<file path="src/rtl/tt_uart.sv">
// -----------------------------------------------------------------------------
// tt_uart - full-duplex UART for the TinyTapeout pin wrapper.
//
// Transmits the byte on uio_in and receives a byte on ui_in[0] into uio_out.
// Frame format (5-8 data bits, even/odd/no parity, 1 or 2 stop bits) is
// selected at runtime from ui_in[7:3] and latched at the start of each frame,
// independently for TX and RX. All bit timing counts a 16x oversampling tick.
//
// Ports
//   clk      : single clock
//   rst      : synchronous, active-high reset
//   ena      : design enable (ignored)
//   ui_in    : [0] rx, [1] tx_start (level), [2] baud16_tick,
//              [4:3] data_bits (00=5..11=8), [5] parity_type (1=even),
//              [6] parity_disable, [7] stop_bits (0=1, 1=2)
//   uo_out   : [0] tx, [1] tx_busy, [2] rx_ready, [3] rx_error,
//              [4] parity_err, [5] frame_err, [7:6] 0
//   uio_in   : TX data byte
//   uio_out  : last received byte, right-justified, unused MSBs 0
//   uio_oe   : constant 8'hFF
//
// Build option
//   INTERNAL_BAUD_EN : when defined, an internal divider generates the tick
//                      every CLK_FREQ/(BAUD_RATE*16) cycles and ui_in[2] is
//                      ignored; otherwise ui_in[2] is the tick.
// -----------------------------------------------------------------------------
module tt_uart #(
    parameter int unsigned CLK_FREQ  = 100_000_000,
    parameter int unsigned BAUD_RATE = 115_200
) (
    input  logic       clk,
    input  logic       rst,
    input  logic       ena,
    input  logic [7:0] ui_in,
    output logic [7:0] uo_out,
    input  logic [7:0] uio_in,
    output logic [7:0] uio_out,
    output logic [7:0] uio_oe
);

    // Field order matches ui_in[7:3] so the pins cast straight onto it.
    typedef struct packed {
        logic       stop2;
        logic       parity_dis;
        logic       parity_even;
        logic [1:0] data_bits;
    } cfg_t;

    typedef enum logic [2:0] {
        S_IDLE,
        S_START,
        S_DATA,
        S_PARITY,
        S_STOP
    } state_e;

    localparam int unsigned BAUD_DIV = CLK_FREQ / (BAUD_RATE * 16);

    logic unused_ena;
    assign unused_ena = ena;

    cfg_t cfg_in;
    assign cfg_in = cfg_t'(ui_in[7:3]);

    // Keeps only the configured number of data bits (5..8).
    function automatic logic [7:0] data_mask(input logic [1:0] data_bits);
        return 8'hFF >> (2'd3 - data_bits);
    endfunction

    // -------------------------------------------------------------------------
    // Baud tick
    // -------------------------------------------------------------------------
    logic baud_tick;

`ifdef INTERNAL_BAUD_EN
    localparam int unsigned BAUD_CNT_W = (BAUD_DIV > 1) ? $clog2(BAUD_DIV) : 1;

    logic [BAUD_CNT_W-1:0] baud_cnt_q, baud_cnt_d;
    logic                  unused_tick_pin;

    assign unused_tick_pin = ui_in[2];
    assign baud_tick       = (baud_cnt_q == BAUD_CNT_W'(BAUD_DIV - 1));

    always_comb begin
        baud_cnt_d = baud_tick ? '0 : baud_cnt_q + 1'b1;
    end

    always_ff @(posedge clk) begin
        if (rst) begin
            baud_cnt_q <= '0;
        end else begin
            baud_cnt_q <= baud_cnt_d;
        end
    end
`else
    logic [31:0] unused_baud_div;

    assign unused_baud_div = BAUD_DIV;
    assign baud_tick       = ui_in[2];
`endif

    // -------------------------------------------------------------------------
    // Transmitter
    // -------------------------------------------------------------------------
    state_e     tx_state_q, tx_state_d;
    logic [4:0] tx_tick_q, tx_tick_d;
    logic [2:0] tx_bit_q, tx_bit_d;
    logic [7:0] tx_data_q, tx_data_d;
    cfg_t       tx_cfg_q, tx_cfg_d;
    logic [4:0] tx_last_tick;
    logic       tx_bit_end;
    logic       tx_par;
    logic       tx_out;
    logic       tx_busy;

    // Latched data is already masked, so the reduction covers only data bits.
    assign tx_par       = (^tx_data_q) ^ ~tx_cfg_q.parity_even;
    assign tx_last_tick = (tx_state_q == S_STOP && tx_cfg_q.stop2) ? 5'd31 : 5'd15;
    assign tx_bit_end   = baud_tick && (tx_tick_q == tx_last_tick);
    assign tx_busy      = (tx_state_q != S_IDLE);

    always_comb begin
        // NOTE: every signal written here gets a default first; a path that
        // left one unassigned would infer a latch.
        tx_state_d = tx_state_q;
        tx_tick_d  = baud_tick ? tx_tick_q + 5'd1 : tx_tick_q;
        tx_bit_d   = tx_bit_q;
        tx_data_d  = tx_data_q;
        tx_cfg_d   = tx_cfg_q;
        tx_out     = 1'b1;

        unique case (tx_state_q)
            S_IDLE: begin
                tx_tick_d = '0;
                if (ui_in[1]) begin
                    tx_state_d = S_START;
                    tx_cfg_d   = cfg_in;
                    tx_data_d  = uio_in & data_mask(cfg_in.data_bits);
                    tx_bit_d   = '0;
                end
            end
            S_START: begin
                tx_out = 1'b0;
                if (tx_bit_end) begin
                    tx_state_d = S_DATA;
                    tx_tick_d  = '0;
                end
            end
            S_DATA: begin
                tx_out = tx_data_q[tx_bit_q];
                if (tx_bit_end) begin
                    tx_tick_d = '0;
                    // {1'b1, data_bits} is the index of the last data bit.
                    if (tx_bit_q == {1'b1, tx_cfg_q.data_bits}) begin
                        tx_state_d = tx_cfg_q.parity_dis ? S_STOP : S_PARITY;
                        tx_bit_d   = '0;
                    end else begin
                        tx_bit_d = tx_bit_q + 3'd1;
                    end
                end
            end
            S_PARITY: begin
                tx_out = tx_par;
                if (tx_bit_end) begin
                    tx_state_d = S_STOP;
                    tx_tick_d  = '0;
                end
            end
            S_STOP: begin
                if (tx_bit_end) begin
                    tx_state_d = S_IDLE;
                    tx_tick_d  = '0;
                end
            end
            default: begin
                tx_state_d = S_IDLE;
                tx_tick_d  = '0;
            end
        endcase
    end

    always_ff @(posedge clk) begin
        // NOTE: state is updated with non-blocking assignments so every flop
        // samples the pre-edge values regardless of statement order.
        if (rst) begin
            tx_state_q <= S_IDLE;
            tx_tick_q  <= '0;
            tx_bit_q   <= '0;
            tx_data_q  <= '0;
            tx_cfg_q   <= '0;
        end else begin
            tx_state_q <= tx_state_d;
            tx_tick_q  <= tx_tick_d;
            tx_bit_q   <= tx_bit_d;
            tx_data_q  <= tx_data_d;
            tx_cfg_q   <= tx_cfg_d;
        end
    end

    // -------------------------------------------------------------------------
    // Receiver
    // -------------------------------------------------------------------------
    logic       rx_meta_q, rx_sync_q, rx_prev_q;
    state_e     rx_state_q, rx_state_d;
    logic [3:0] rx_tick_q, rx_tick_d;
    logic [2:0] rx_bit_q, rx_bit_d;
    logic [7:0] rx_shift_q, rx_shift_d;
    cfg_t       rx_cfg_q, rx_cfg_d;
    logic       rx_par_bad_q, rx_par_bad_d;
    logic       rx_stop_bad_q, rx_stop_bad_d;
    logic       rx_stop2nd_q, rx_stop2nd_d;
    logic       rx_ready_q, rx_ready_d;
    logic       parity_err_q, parity_err_d;
    logic       frame_err_q, frame_err_d;
    logic [7:0] rx_byte_q, rx_byte_d;
    logic       rx_sample;
    logic       rx_stop_bad_now;

    // Start bit is checked at its middle (8 ticks); later bits 16 ticks apart.
    assign rx_sample = baud_tick &&
                       (rx_tick_q == ((rx_state_q == S_START) ? 4'd7 : 4'd15));
    assign rx_stop_bad_now = rx_stop_bad_q | ~rx_sync_q;

    always_comb begin
        rx_state_d    = rx_state_q;
        rx_tick_d     = baud_tick ? rx_tick_q + 4'd1 : rx_tick_q;
        rx_bit_d      = rx_bit_q;
        rx_shift_d    = rx_shift_q;
        rx_cfg_d      = rx_cfg_q;
        rx_par_bad_d  = rx_par_bad_q;
        rx_stop_bad_d = rx_stop_bad_q;
        rx_stop2nd_d  = rx_stop2nd_q;
        rx_ready_d    = rx_ready_q;
        parity_err_d  = parity_err_q;
        frame_err_d   = frame_err_q;
        rx_byte_d     = rx_byte_q;

        unique case (rx_state_q)
            S_IDLE: begin
                rx_tick_d = '0;
                if (rx_prev_q && !rx_sync_q) begin
                    rx_state_d    = S_START;
                    rx_cfg_d      = cfg_in;
                    rx_bit_d      = '0;
                    rx_shift_d    = '0;
                    rx_par_bad_d  = 1'b0;
                    rx_stop_bad_d = 1'b0;
                    rx_stop2nd_d  = 1'b0;
                    rx_ready_d    = 1'b0;
                    parity_err_d  = 1'b0;
                    frame_err_d   = 1'b0;
                end
            end
            S_START: begin
                if (rx_sample) begin
                    rx_tick_d  = '0;
                    // A line already back high was a glitch, not a start bit.
                    rx_state_d = rx_sync_q ? S_IDLE : S_DATA;
                end
            end
            S_DATA: begin
                if (rx_sample) begin
                    rx_tick_d            = '0;
                    rx_shift_d[rx_bit_q] = rx_sync_q;
                    if (rx_bit_q == {1'b1, rx_cfg_q.data_bits}) begin
                        rx_state_d = rx_cfg_q.parity_dis ? S_STOP : S_PARITY;
                        rx_bit_d   = '0;
                    end else begin
                        rx_bit_d = rx_bit_q + 3'd1;
                    end
                end
            end
            S_PARITY: begin
                if (rx_sample) begin
                    rx_tick_d    = '0;
                    rx_par_bad_d = rx_sync_q != ((^rx_shift_q) ^ ~rx_cfg_q.parity_even);
                    rx_state_d   = S_STOP;
                end
            end
            S_STOP: begin
                if (rx_sample) begin
                    rx_tick_d = '0;
                    if (rx_cfg_q.stop2 && !rx_stop2nd_q) begin
                        rx_stop2nd_d  = 1'b1;
                        rx_stop_bad_d = rx_stop_bad_now;
                    end else begin
                        // Leave mid-stop so a start bit right after is caught.
                        rx_state_d   = S_IDLE;
                        rx_byte_d    = rx_shift_q;
                        rx_ready_d   = 1'b1;
                        parity_err_d = rx_par_bad_q;
                        frame_err_d  = rx_stop_bad_now;
                    end
                end
            end
            default: begin
                rx_state_d = S_IDLE;
                rx_tick_d  = '0;
            end
        endcase
    end

    always_ff @(posedge clk) begin
        if (rst) begin
            // Synchronizer resets to the idle line level so no false edge.
            rx_meta_q     <= 1'b1;
            rx_sync_q     <= 1'b1;
            rx_prev_q     <= 1'b1;
            rx_state_q    <= S_IDLE;
            rx_tick_q     <= '0;
            rx_bit_q      <= '0;
            rx_shift_q    <= '0;
            rx_cfg_q      <= '0;
            rx_par_bad_q  <= 1'b0;
            rx_stop_bad_q <= 1'b0;
            rx_stop2nd_q  <= 1'b0;
            rx_ready_q    <= 1'b0;
            parity_err_q  <= 1'b0;
            frame_err_q   <= 1'b0;
            rx_byte_q     <= '0;
        end else begin
            rx_meta_q     <= ui_in[0];
            rx_sync_q     <= rx_meta_q;
            rx_prev_q     <= rx_sync_q;
            rx_state_q    <= rx_state_d;
            rx_tick_q     <= rx_tick_d;
            rx_bit_q      <= rx_bit_d;
            rx_shift_q    <= rx_shift_d;
            rx_cfg_q      <= rx_cfg_d;
            rx_par_bad_q  <= rx_par_bad_d;
            rx_stop_bad_q <= rx_stop_bad_d;
            rx_stop2nd_q  <= rx_stop2nd_d;
            rx_ready_q    <= rx_ready_d;
            parity_err_q  <= parity_err_d;
            frame_err_q   <= frame_err_d;
            rx_byte_q     <= rx_byte_d;
        end
    end

    // -------------------------------------------------------------------------
    // Pin mapping
    // -------------------------------------------------------------------------
    assign uo_out  = {2'b00, frame_err_q, parity_err_q, parity_err_q | frame_err_q,
                      rx_ready_q, tx_busy, tx_out};
    assign uio_out = rx_byte_q;
    assign uio_oe  = 8'hFF;

endmodule

</file>
<file path="config.mk">
export PLATFORM = sky130hd
export DESIGN_NAME = tt_uart
export DESIGN_NICKNAME = d
export VERILOG_FILES = /design/src/rtl/tt_uart.sv
export SDC_FILE = /design/constraint.sdc
export NUM_CORES = 1
export LEC_CHECK = 0
export ABC_AREA = 1
export BUFFER_PORTS_ARGS = -buffer_cell sky130_fd_sc_hd__clkbuf_2
export CORE_UTILIZATION = 50
export DETAILED_ROUTE_END_ITERATION = 8
export GPL_TIMING_DRIVEN = 0
export HOLD_SLACK_MARGIN = 0.1
export PLACE_DENSITY = 0.66
export SYNTH_ARGS = -nofsm -noshare
export SYNTH_HDL_FRONTEND = slang
export SYNTH_SLANG_ARGS = --single-unit
</file>
<file path="constraint.sdc">
create_clock -name clk -period 2.2 [get_ports clk]
set_clock_uncertainty 0.1 [all_clocks]
set_input_delay 0.44 -clock clk [delete_from_list [all_inputs] [get_ports clk]]
set_output_delay 0.44 -clock clk [all_outputs]
set_load 0.005 [all_outputs]
</file>
### Word-level counts from Yosys, hierarchy flattened

Cells that the tools add are included.

| word-level totals | value |
|---|---|
| register bits after elaboration | 64 |
| bits of input ports | 19 |
| logic and storage cells | 159 |

| cells by class | value |
|---|---|
| equality and inequality tests | 27 |
| reductions and logical operators | 31 |
| order comparisons | 3 |
| shift-type cells | 1 |
| $add $sub $neg | 5 |
| bitwise gates (word level) | 11 |
| muxes and demuxes | 55 |

Operators with widths:

| cell | count |
|---|---|
| 3-bit 2-to-1 mux | 21 |
| 3-bit case mux with 5 select lines | 2 |
| 2-bit inequality test (second input constant) | 14 |
| 8-bit 2-to-1 mux | 2 |
| 8-bit case mux with 2 select lines | 1 |
| 8-bit XOR reduction | 2 |
| 1-bit 2-to-1 mux | 14 |
| 3-bit by 2-bit == test with 1-bit output (second input constant) | 4 |
| 1-bit case mux with 2 select lines | 6 |
| 3-bit case mux with 2 select lines | 2 |
| 3-bit AND reduction | 4 |
| 8-bit bitwise AND | 1 |
| 8-bit bitwise mux | 1 |
| 3-bit by 4-bit < comparator with 1-bit output (second input constant) | 2 |
| 4-bit AND reduction | 2 |
| 2-bit nonzero test | 4 |
| 4-bit OR reduction | 2 |
| 8-bit by 2-bit >> shifter with 8-bit output (first input constant) | 1 |
| 7-bit AND reduction | 1 |
| 3-bit by 1-bit adder with 3-bit output (second input constant) | 2 |
| 3-bit by 1-bit == test with 1-bit output (second input constant) | 2 |
| 3-bit == test | 2 |
| 3-bit == test (second input constant) | 2 |
| 1-bit logical AND | 6 |
| 22 further kinds | 33 |

### Depth between registers and ports, before layout

| depth | value |
|---|---|
| word-level depth | 7 |
| gate-level depth with buffers | 12 |

### Worst setup path after synthesis

Ideal clock, no wire load.

| path | value |
|---|---|
| path type | register to output |
| from | register tx_bit_q[0] |
| to | output port uo_out[0] |
| buffers on the path | 2 |
| slack | 0.568 ns |
| cell stages (with the launch flop) | 10 |
| arrival time | 1.092 ns |
| cell sequence | dfxtp_1 -> buf_2 -> inv_1 -> o21ai_0 -> o211ai_1 -> nand3_1 -> nand2_1 -> inv_1 -> nand2_1 -> buf_4 |

| on the way | value |
|---|---|
| word-level cells in the longest chain between the ends | 3 |

Ends and longest elaborated chain:

| item | line | source |
|---|---|---|
| start: declaration | 107 | `logic [2:0] tx_bit_q, tx_bit_d;` |
| start signal: assignment | 194 | `tx_bit_q <= tx_bit_d;` |
| 1-bit binary-select mux with 3-bit select | 150 | `tx_out = tx_data_q[tx_bit_q];` |
| 1-bit 2-to-1 mux (implied by the code) | 150 |  |
| 1-bit case mux with 3 select lines | 132 | `unique case (tx_state_q)` |
| end: declaration | 35 | `output logic [7:0] uo_out,` |

Every way passes these cells. The select of a mux whose other input is x is not followed.

### Final worst setup path

Ends and elaborated chain as after synthesis.

==> flow_summary.yaml <==
timing:
  setup_viol: 0
  slew-limit-headroom_pct: 61.42
  worst_pin_slew_ps: 578.8
  fin_crit_sh_pct: 94.54
  maxSlewViolCount: 0
  hold_viol: 0
  final.min_clock_period_ps: 2080
  hold_ws_ps: 188.5
  rsz0062_at_grt: "true"
  fmax_mhz: 480.8
logic_synthesis:
  ys_types: 33
  synth_seq_cells: 64
  ys.flop_type: "dfxtp_1"
  synth_edf_count: 0
  syn-cell-area_um2: 3410
  synth_cells: 506
  synthArstFlopShare_pct: 0
  ys_warn_count: 0
  ys_seq_area_share_pct: 37.58
  avgSynthCellArea_um2: 6.738
critical_path:
  startpoint_type: "register"
  ff2ff_path_depth: 7
  crit_arrival_ps: 1540
  crit_chain: "buf_4 -> inv_1 -> o21ai_0 -> o211ai_1 -> nand3_1 -> nand2_1 -> inv_1 -> nand2_1 -> buf_6"
  worstPathRequired_ps: 1660
  crit_path_max_incr_delay_ps: 340
  rr_endpoint: "rx_shift_q[6]"
  path_class: "register to primary output"
  slowest_stage: "dfxtp_1"
  cp_max_fo: 9
  cp-end-kind: "primary output"
  reg2reg_slack_ps: 500
  rr_startpoint: "rx_sync_q"
die:
  fp-row-count: 29
  die_x_um: 84.58
  dieArea_um2: 7153
  pin_count: 43
  core_um2: 6459
  initial_utilization_pct: 52.79
  die_h_um: 84.58
cells_and_area:
  layout-drive-gt1-share_pct: 16.55
  stdcell_count: 633
  fillers: 664
  finalNetCount: 577
  diodes: 0
  syn_to_final_growth_pct: 14.28
  final_common_cell: "nand2_1"
  most-common-layout-cells: "nand2_1 (132), dfxtp_1 (57), nor2_1 (51)"
cts:
  cts_tree: "done"
  cts.clk_slew.worst_paths_ps: 60
  clk_latency_ps: 340
  cts.sinks: 64
  root_buffer: "clkbuf_8"
  cts.path.max_buffers: 2
  hold_buffers: 0
  htree_levels: 3
  cts_buffers: 9
grt:
  grt_pass1_wl_mm: 12.65
  grt-ovfl-total: 0
  antenna_found_initial: 0
  grt_usage_pct: 22.08
  grt_max_degree: 11
  grt_pass1_vias: 2872
pwr:
  p_leak_nw: 1.687
  vdd_drop_max_mv: 0.6932
  pwr_density_cell_nw_per_um2: 1003
route:
  drt_iter0_markers: 177
  drtPass1Iterations: 6
  ant_nets: 0
  wl_per_cell_um: 11.70
  routed_wl_mm: 7.408
  viasPerCell: 5.005
  dr_total_vias: 3168
  drc: 0
placement:
  placedCellCount: 621
  hpwlAfterDp_mm: 5.428
  gp_congestion: 0.8912
  io_buffer_count: 30
hold_path:
  min_from: "ui_in[0]"
  whs_endpoint: "rx_meta_q"
  hold_path_class: "primary input to register"
  min_path_cells: 2
job:
  cap_violations: 0
status:
  status: "finished clean"
synthesized netlist by cell type, types with 2 or more instances:
library cell	number	area, µm²
a21oi_1	49	245.2
nor2_1	52	195.2
xnor2_1	10	87.58
or2_2	3	18.77
nand3_1	48	240.2
clkinv_1	3	11.26
nor3_1	7	35.03
buf_2	4	20.02
inv_1	45	168.9
nand2_1	132	495.5
xor2_1	8	70.07
buf_4	18	135.1
nor2_4	2	22.52
nand4_1	5	31.28
o211ai_1	2	15.01
clkbuf_1	7	26.28
o21ai_0	21	105.1
inv_2	2	7.510
conb_1	2	7.510
dfxtp_1	64	1281
ha_1	4	50.05
nand2_2	5	31.28
nor2_2	3	18.77
final cells by class:
class	count	area, µm²	area share [%]
Buffer	29	187.7	4.817
Clock buffer	12	145.1	3.725
Clock inverter	1	30.03	0.7707
Inverter	50	187.7	4.817
Multi-Input combinational cell	370	1803	46.27
Sequential cell	64	1290	33.11
Tap cell	77	96.34	2.473
Timing Repair Buffer	30	156.4	4.014
routing by layer:
layer  up-vias  GRT usage [%]  part of all wire, %
li1       1686              -                    -
met1      1409          29.60                   49
met2        65          35.25                   45
met3         8          4.818                  5.0
met4         0          7.550                  1.2
met5         -              0                    0
critical path: cells and delay by family (launching register included):
family | cells | cell delay, ps
AO/OA/AOI/OAI | 2 | 280
flip-flops | 1 | 340
AND/OR/NAND/NOR | 3 | 190
buffers and inverters | 4 | 410
repair_timing:
item | in CTS | in global routing
endpoints found under the setup margin | 1 | 1
gates resized for setup | 2 | 11
pin swaps | 0 | 6
buffers inserted | 0 | 0
stage by stage:
| step | utilization, % | cell area, µm² | worst slack, ps | setup TNS [ps] | power [mW] |
|---|---|---|---|---|---|
| 2_1_floorplan | - | 3440 | 567.7 | 0 | 2.627 |
| 3_3_place_gp | 57.07 | 3686 | 331.3 | 0 | 2.909 |
| 3_5_place_dp | 57.07 | 3686 | 300.1 | 0 | 2.943 |
| 4_1_cts | 59.86 | 3866 | 21.65 | 0 | 3.900 |
| 5_1_grt | 60.33 | 3896 | -21.06 | -21.06 | 4.241 |
| 6_report | 60.33 | 3896 | 120.1 | 0 | 3.910 |
sequential cells by signal, summed over array words and instances (netlist names), 4 cells and up:
name and cells:
tx_data_q 8, rx_tick_q 4, tx_tick_q 5, rx_shift_q 8, tx_cfg_q 5, uio_out 8
rx_cfg_q 5
worst max-delay path by stage:
stage / from / end / slack (ps)
finish: tx_bit_q[0] / uo_out[0] / 120
global route: tx_data_q[1] / uo_out[0] / -20
CTS: tx_bit_q[0] / uo_out[0] / 20
detailed placement: rst / rx_tick_q[0] / 300
global placement: rst / rx_tick_q[2] / 330
floorplan: tx_bit_q[0] / uo_out[0] / 570
cell families (layout without fill, tap and decap cells):
logic type | count (synthesis) | in the layout | share of synthesized area (%)
buffers and inverters | 80 | 122 | 11.16
DFF | 64 | 64 | 37.58
xor gates and xnor gates | 18 | 18 | 4.624
AOI/OAI and AO/OA | 76 | 76 | 11.60
other | 2 | 10 | 0.2203
and+or+nand+nor | 262 | 262 | 33.36
adders and majority gates | 4 | 4 | 1.468
power breakdown:
part           total [mW]  switching, mW  internal (mW)
Sequential           1.50          0.171           1.33
Clock               0.943          0.406          0.537
Combinational        1.46          0.909          0.554
Total                3.91           1.49           2.42
No activity file was read; power rests on OpenSTA's default activity.
